===== src/rtl/uart_pkg.sv =====
// Shared UART definitions: receiver FSM states, baud divisor rounding and
// the mid-bit sample indices used for the three-sample majority vote.
package uart_pkg;

    typedef enum logic [1:0] {
        IDLE,
        START,
        DATA,
        STOP
    } rx_state_t;

    // Clock cycles per oversample tick, rounded to the nearest integer.
    function automatic int unsigned baud_div(input int unsigned clk_freq,
                                             input int unsigned baud_rate,
                                             input int unsigned oversample);
        return (clk_freq + (baud_rate * oversample) / 2) / (baud_rate * oversample);
    endfunction

    // First, centre and last sample index of the mid-bit vote window.
    function automatic int unsigned vote_first(input int unsigned oversample);
        return oversample / 2 - 1;
    endfunction

    function automatic int unsigned vote_mid(input int unsigned oversample);
        return oversample / 2;
    endfunction

    function automatic int unsigned vote_last(input int unsigned oversample);
        return oversample / 2 + 1;
    endfunction

endpackage


===== src/rtl/uart_baud_tick.sv =====
// Free-running oversample tick generator: one-cycle tick every DIV clocks,
// with a synchronous restart that realigns the phase to an external event.
module uart_baud_tick #(
    parameter int unsigned DIV = 10
) (
    input  logic clk,
    input  logic rst,
    input  logic restart,
    output logic tick
);

    localparam int unsigned CW = (DIV > 1) ? $clog2(DIV) : 1;
    localparam logic [CW-1:0] LAST = CW'(DIV - 1);

    logic [CW-1:0] cnt;

    // Count 0..DIV-1, wrapping; restart forces the count back to zero.
    always_ff @(posedge clk) begin
        if (rst || restart) begin
            cnt <= '0;
        end else if (cnt == LAST) begin
            cnt <= '0;
        end else begin
            cnt <= cnt + 1'b1;
        end
    end

    assign tick = (cnt == LAST) && !restart;

endmodule


===== src/rtl/uart_rx.sv =====
// 8N1 UART receiver: 16x oversampled, majority-voted bits, one-deep output
// register with ack handshake, sticky framing and overrun flags.
module uart_rx
    import uart_pkg::*;
#(
    parameter int unsigned CLK_FREQ   = 25000000,
    parameter int unsigned BAUD_RATE  = 9600,
    parameter int unsigned OVERSAMPLE = 16
) (
    input  logic       clk,
    input  logic       rst,
    input  logic       rx,
    output logic [7:0] rx_data,
    output logic       rx_valid,
    input  logic       rx_ack,
    output logic       rx_frame_err,
    output logic       rx_overrun,
    input  logic       err_clr
);

    localparam int unsigned DIV = baud_div(CLK_FREQ, BAUD_RATE, OVERSAMPLE);
    localparam int unsigned SW  = $clog2(OVERSAMPLE);
    localparam logic [SW-1:0] S_V0   = SW'(vote_first(OVERSAMPLE));
    localparam logic [SW-1:0] S_V1   = SW'(vote_mid(OVERSAMPLE));
    localparam logic [SW-1:0] S_V2   = SW'(vote_last(OVERSAMPLE));
    localparam logic [SW-1:0] S_LAST = SW'(OVERSAMPLE - 1);

    logic rx_meta, rxs, rxs_d;
    logic tick, restart, vote;
    logic deliver, frame_set;

    rx_state_t state, state_next;
    logic [SW-1:0] s, s_next;
    logic [2:0] bit_idx, bit_idx_next;
    logic [7:0] shift, shift_next;
    logic v0, v0_next, v1, v1_next;

    uart_baud_tick #(
        .DIV(DIV)
    ) u_tick (
        .clk    (clk),
        .rst    (rst),
        .restart(restart),
        .tick   (tick)
    );

    // Two-flop synchronizer plus one delayed copy for falling-edge detection.
    always_ff @(posedge clk) begin
        if (rst) begin
            rx_meta <= 1'b1;
            rxs     <= 1'b1;
            rxs_d   <= 1'b1;
        end else begin
            rx_meta <= rx;
            rxs     <= rx_meta;
            rxs_d   <= rxs;
        end
    end

    assign vote = (v0 & v1) | (v0 & rxs) | (v1 & rxs);

    // FSM and bit datapath registers.
    always_ff @(posedge clk) begin
        if (rst) begin
            state   <= IDLE;
            s       <= '0;
            bit_idx <= '0;
            shift   <= '0;
            v0      <= 1'b0;
            v1      <= 1'b0;
        end else begin
            state   <= state_next;
            s       <= s_next;
            bit_idx <= bit_idx_next;
            shift   <= shift_next;
            v0      <= v0_next;
            v1      <= v1_next;
        end
    end

    // Next-state logic: sample counting, mid-bit vote and frame sequencing.
    always_comb begin
        state_next   = state;
        s_next       = s;
        bit_idx_next = bit_idx;
        shift_next   = shift;
        v0_next      = v0;
        v1_next      = v1;
        restart      = 1'b0;
        deliver      = 1'b0;
        frame_set    = 1'b0;

        if (state != IDLE && tick) begin
            s_next = (s == S_LAST) ? '0 : s + 1'b1;
            if (s == S_V0) v0_next = rxs;
            if (s == S_V1) v1_next = rxs;
        end

        case (state)
            IDLE: begin
                // Only a 1->0 transition starts a frame; a held-low line never retriggers.
                if (rxs_d && !rxs) begin
                    state_next = START;
                    s_next     = '0;
                    restart    = 1'b1;
                end
            end
            START: begin
                if (tick && s == S_V2 && vote) begin
                    state_next = IDLE;
                end else if (tick && s == S_LAST) begin
                    state_next   = DATA;
                    bit_idx_next = '0;
                end
            end
            DATA: begin
                if (tick && s == S_V2) begin
                    shift_next = {vote, shift[7:1]};
                end
                if (tick && s == S_LAST) begin
                    if (bit_idx == 3'd7) begin
                        state_next = STOP;
                    end else begin
                        bit_idx_next = bit_idx + 3'd1;
                    end
                end
            end
            STOP: begin
                // Leave at mid-stop so a back-to-back start edge is not missed.
                if (tick && s == S_V2) begin
                    deliver    = vote;
                    frame_set  = !vote;
                    state_next = IDLE;
                end
            end
            default: state_next = IDLE;
        endcase
    end

    // Output holding register, ack handshake and sticky error flags (set wins over clear).
    always_ff @(posedge clk) begin
        if (rst) begin
            rx_data      <= '0;
            rx_valid     <= 1'b0;
            rx_frame_err <= 1'b0;
            rx_overrun   <= 1'b0;
        end else begin
            if (deliver) begin
                if (!rx_valid || rx_ack) begin
                    rx_data  <= shift;
                    rx_valid <= 1'b1;
                end
            end else if (rx_ack) begin
                rx_valid <= 1'b0;
            end
            rx_frame_err <= frame_set || (rx_frame_err && !err_clr);
            rx_overrun   <= (deliver && rx_valid && !rx_ack) || (rx_overrun && !err_clr);
        end
    end

endmodule


===== config.mk =====
export PLATFORM = sky130hd
export DESIGN_NAME = uart_rx
export DESIGN_NICKNAME = d
export VERILOG_FILES = /design/src/rtl/uart_pkg.sv /design/src/rtl/uart_baud_tick.sv /design/src/rtl/uart_rx.sv
export SDC_FILE = /design/constraint.sdc
export NUM_CORES = 1
export LEC_CHECK = 0
export CAP_MARGIN = 20
export CORE_AREA = 4 4 71 79
export CTS_CLUSTER_DIAMETER = 100
export DETAILED_ROUTE_END_ITERATION = 6
export DIE_AREA = 0 0 75 83
export DONT_BUFFER_PORTS = 1
export GPL_TIMING_DRIVEN = 0
export PLACE_DENSITY = 0.49
export SYNTH_ARGS = -nofsm -noshare
export SYNTH_HDL_FRONTEND = slang
export SYNTH_SLANG_ARGS = --single-unit

===== constraint.sdc =====
create_clock -name clk -period 1.8 [get_ports clk]
set_input_delay 0.18 -clock clk [delete_from_list [all_inputs] [get_ports clk]]
set_output_delay 0.18 -clock clk [all_outputs]
set_load 0.02 [all_outputs]

# Word-level counts from Yosys, hierarchy flattened
# Cells that the tools add are included.
word_totals:
  reg_bits: 41
  inputBits: 5
  out_inout_bits: 11
  wordCells: 97
op_classes:
  addsub: 3
  eq_ne: 18
  muxes: 25
  n_bitwise: 5
  n_reduce_logical: 32
op_table:
  columns: ["cell", "count"]
  rows:
  - ["4-bit two-way mux", 4]
  - ["2-bit != test (second input constant)", 7]
  - ["4-bit equality test (second input constant)", 3]
  - ["2-bit two-way mux", 6]
  - ["3-bit two-way mux", 4]
  - ["1-bit logical AND", 10]
  - ["2-bit AND reduction", 5]
  - ["5-bit AND reduction", 2]
  - ["1-bit two-way mux", 9]
  - ["8-bit by 1-bit adder with 8-bit output (second input constant)", 1]
  - ["8-bit equality test (second input constant)", 1]
  - ["2-bit one-hot mux with 4 select lines", 1]
  - ["1-bit logical NOT", 6]
  - ["3-bit one-hot mux with 2 select lines", 1]
  - ["2-bit nonzero test", 3]
  - ["4-bit by 1-bit adder with 4-bit output (second input constant)", 1]
  - ["2-bit equality test (second input constant)", 2]
  - ["4-bit by 3-bit equality test with 1-bit output (second input constant)", 1]
  - ["1-bit logical OR", 4]
  - ["3-bit by 1-bit adder with 3-bit output (second input constant)", 1]
  - ["1-bit AND", 3]
  - ["3-bit equality test (second input constant)", 1]
  - ["3-bit != test (second input constant)", 1]
  - ["2-bit by 1-bit equality test with 1-bit output (second input constant)", 1]
  - ["other kinds (4)", 5]

# Longest topological paths before layout
depth:
  depth_word: 12
  mapped_depth: 8
  depth_no_buf: 6

# Hierarchy
# A second synthesis with hierarchy kept.
unflattened:
  hier_cells: 187
  hier_area_um2: 1786.7
modules_own_cells:
  columns: ["mod", "instances", "cells_per_inst", "area_each_um2"]
  rows:
  - ["uart_rx", 1, 147, 1421.4]
  - ["uart_baud_tick", 1, 40, 365.4]

# Worst setup path after synthesis
# OpenSTA, ideal clock, no wires.
synth_path:
  path_type: "reg2reg"
  start: "register bit_idx[0]"
  end: "register bit_idx[0]"
  t_arrival_ns: 1.465
  t_required_ns: 1.683
  path_slack_ns: 0.219
  stages_incl_launch_ff: 7
  period_less_slack_ns: 1.581
  path_cell_list: "dfxtp_1 ha_1 ha_1 or3b_1 o21ai_0 a31oi_1 a22o_1"
synth_between:
  elab_chain_len: 4
synth_lines:
  columns: ["element", "line_no", "rtl"]
  rows:
  - ["from (decl)", "uart_rx.sv:34", "logic [2:0] bit_idx, bit_idx_next;"]
  - ["from (signal assigned)", "uart_rx.sv:74", "bit_idx <= bit_idx_next;"]
  - ["3-bit by 1-bit adder with 3-bit output", "uart_rx.sv:124", "bit_idx_next = bit_idx + 3'd1;"]
  - ["3-bit two-way mux", "uart_rx.sv:121", "if (bit_idx == 3'd7) begin"]
  - ["3-bit two-way mux", "uart_rx.sv:120", "if (tick && s == S_LAST) begin"]
  - ["3-bit one-hot mux with 2 select lines", "uart_rx.sv:99", "case (state)"]
# Parallel ways exist; a longest one is shown, timed or not. The select of a mux whose other input is x is not followed.
# A chain may end at the register's enable or synchronous reset.

# Worst setup path in the final report
# Ends and elaborated chain as after synthesis.

==> out/metrics.yaml <==
outcome: "completed"
hpwl_um: 2710
design_area_um2: 2080
p_leak_nw: 0.815
postPlaceCellArea_um2: 1950
layout_common_cells: "41 x dfxtp_1, 23 x nor2_1, 15 x nand3_1"
multi_input_area_um2: 993
slew_headroom_pct: 69.1
clockBufferDepth: 2
ys_warn_count: 0
antenna_cells: 0
synth_seq_cells: 41
wl_per_cell_um: 13.7
dp.cells: 254
fin_tns_setup_ns: 0
fillers: 496
synthCells: 196
path_buf_inv: 0
finalCriticalPeriod_ns: 1.70
core.rowCount: 27
yosysTopAreaCellShare_pct: 43.7
endpoint_kind: "flop"
cap_viol_max_count: 0
p_total_mw: 1.57
r2r_start: "bit_idx[0]$_SDFFE_PP0P_"
crit_path_max_incr_delay_ns: 0.39
synth_top_area_cell: "dfxtp_1"
synth_area_um2: 1880
final_cells: 264
die_h_um: 83
track_usage_pct: 12.4
globalRouteMet1Util_pct: 16.6
area_growth_pct: 10.7
required_ns: 1.98
drc: 0
ir_drop_v: 0.000456
cp-start-kind: "flop"
htree_levels: 2
cts_root_buffer: "clkbuf_8"
cts.sinks: 41
critPathArrivalTime_ns: 1.88
fin_skew_ns: 0.00774
use_met3_pct: 3.63
firstDrtPassIters: 4
nNetsFinal: 217
met2_usage_pct: 19.0
cts_tree: "done"
synthFlopType: "dfxtp_1"
start_util_pct: 38.3
cts_made_buffers: 5
grt_pass1_vias: 1322
max_freq_mhz: 590
synth_edf_count: 0
fin_crit_sh_pct: 94.2
io_buffers: 0
critPathMaxFanout: 3
routed_via_density: 5.27
gp_congestion: 0.726
hold_path.startpoint: "err_clr"
clk_pin_slew_ns: 0.08
hold_viol_final: 0
pre_cts_ws_ns: 0.0943
drtAntennaViolNets: 0
io_pins: 16
die_area_um2: 6230
synth.net_count: 208
grt_max_degree: 14
async_reset_ff_share_pct: 0
coreArea_um2: 4900
tightest_slew_ns: 0.463
die_w_um: 75
grt_pass1_wl_um: 6220
layout_commonest_cell: "dfxtp_1"
vias: 1390
grt_overflow: 0
critPathMostFrequentCell: "ha_1"
postSynthAreaPerCell_um2: 9.58
critical_path.slowest_cell: "or3b_1"
synth_seq_area_share_pct: 43.7
grt.busiest_layer: "met2"
cp-startpoint: "bit_idx[0]$_SDFFE_PP0P_"
crit_chain: "ha_1, ha_1, or3b_1, o21ai_2, a31oi_2, a22o_1"
worstSetupPathType: "flop to flop"
wirelength_um: 3610
min_path_type: "input pin to flop"
setup_viol_count_final: 0
ys_top_cells_by_area: "dfxtp_1 44%, mux2i_1 5.3%, ha_1 4.7%"
antenna_found_initial: 0
cp_top_family: "compound AO/OA/AOI/OAI gates"
first_iter_violations: 59
yosysUniqueCellTypes: 48
powerDensity_nw_per_um2: 755
rsz0062_at_grt: "false"
drive_gt1_share_pct: 17.0
setup_slack_ns: 0.105
slew_violations: 0
regArea_um2: 821
clk_latency_ns: 0.29
## layout make-up
| type | instances | share of cell area [%] |
|---|---|---|
| multi-input combinational | 139 | 47.8 |
| sequential | 41 | 39.5 |
| tap | 58 | 3.49 |
| clock buffer | 5 | 3.31 |
| buffer | 10 | 3.07 |
| inverter | 6 | 1.08 |
| clock inverter | 3 | 0.843 |
| timing repair buffer | 2 | 0.843 |
## state kept, by name (all words and copies together) (netlist names), named ones only
signal	cells
rx_valid	1
v0	1
rx_meta	1
rxs_d	1
state	1
shift	8
v1	1
rxs	1
rx_data	8
rx_frame_err	1
bit_idx	3
u_tick.cnt	8
rx_overrun	1
s	4
## worst reg2reg max path: cells and delay by family (launching register included)
kind	cells	cell delay [ns]
AOI/OAI and AO/OA	3	0.45
adders and majority gates	2	0.42
DFF	1	0.33
and+or+nand+nor	1	0.39
## worst paths after layout
| path | end | slack (ns) | depth (start not counted) |
|---|---|---|---|
| worst max-delay path | bit_idx[0]$_SDFFE_PP0P_ | 0.10 | 6 |
| worst max register to register | bit_idx[0]$_SDFFE_PP0P_ | 0.10 | 6 |
| worst min-delay path | rx_overrun$_SDFF_PP0_ | 0.08 | 3 |
| worst min register to register | rxs$_SDFF_PP1_ | 0.43 | 1 |
## routing by layer
metal,wire length (um),vias to the layer above,part of all wire (%)
li1,-,708,-
met1,1680,646,47
met2,1680,28,47
met3,179,8,5.0
met4,70,0,1.9
met5,0,-,0
## where the power goes
part	internal (mW)	leakage (nW)	total, mW	switching (mW)
sequential	0.916	0.331	0.923	0.00752
clock	0.268	0.0439	0.585	0.318
combinational	0.0219	0.440	0.0598	0.0379
## logic make-up after synthesis
kind of cell / after synthesis / synth area share, %
compound gates: 35 / 12.3
mux: 10 / 5.33
simple gates: 79 / 25.6
flops: 41 / 43.7
xor+xnor: 7 / 3.27
fa+ha+maj: 8 / 5.20
buf+inv: 16 / 4.60
## through the flow
stage | hold slack (ns) | utilization, %
finish | 0.0817 | 42.4
global route | 0.0874 | 42.4
CTS | 0.0790 | 41.8
detailed placement | 0.297 | 39.8
global placement | 0.286 | 39.8
floorplan | 0.284 | -
## synth_stat cells, types with 2 or more instances
| master | instances |
|---|---|
| or3b_4 | 2 |
| nand2b_1 | 2 |
| nand4_1 | 3 |
| and2_1 | 2 |
| buf_6 | 3 |
| and3_1 | 2 |
| buf_2 | 3 |
| a32o_1 | 3 |
| ha_1 | 7 |
| a21oi_1 | 12 |
| inv_1 | 6 |
| or3_1 | 2 |
| or2_2 | 4 |
| nand3b_1 | 2 |
| nand3_1 | 15 |
| mux2i_1 | 10 |
| o21ai_0 | 12 |
| dfxtp_1 | 41 |
| clkbuf_1 | 4 |
| nor2_1 | 23 |
| xnor2_1 | 2 |
| nor3_1 | 2 |
| nand2_1 | 5 |
| xor2_1 | 5 |
## timing repair
item / 4_1_cts / 5_1_grt
setup buffers: 0 / 1
endpoints found under the setup margin: 0 / 12
endpoints found under the hold margin: 1 / 0
gates resized for setup: 0 / 5
hold buffers: 1 / 0
No activity file was read; power rests on OpenSTA's default activity.
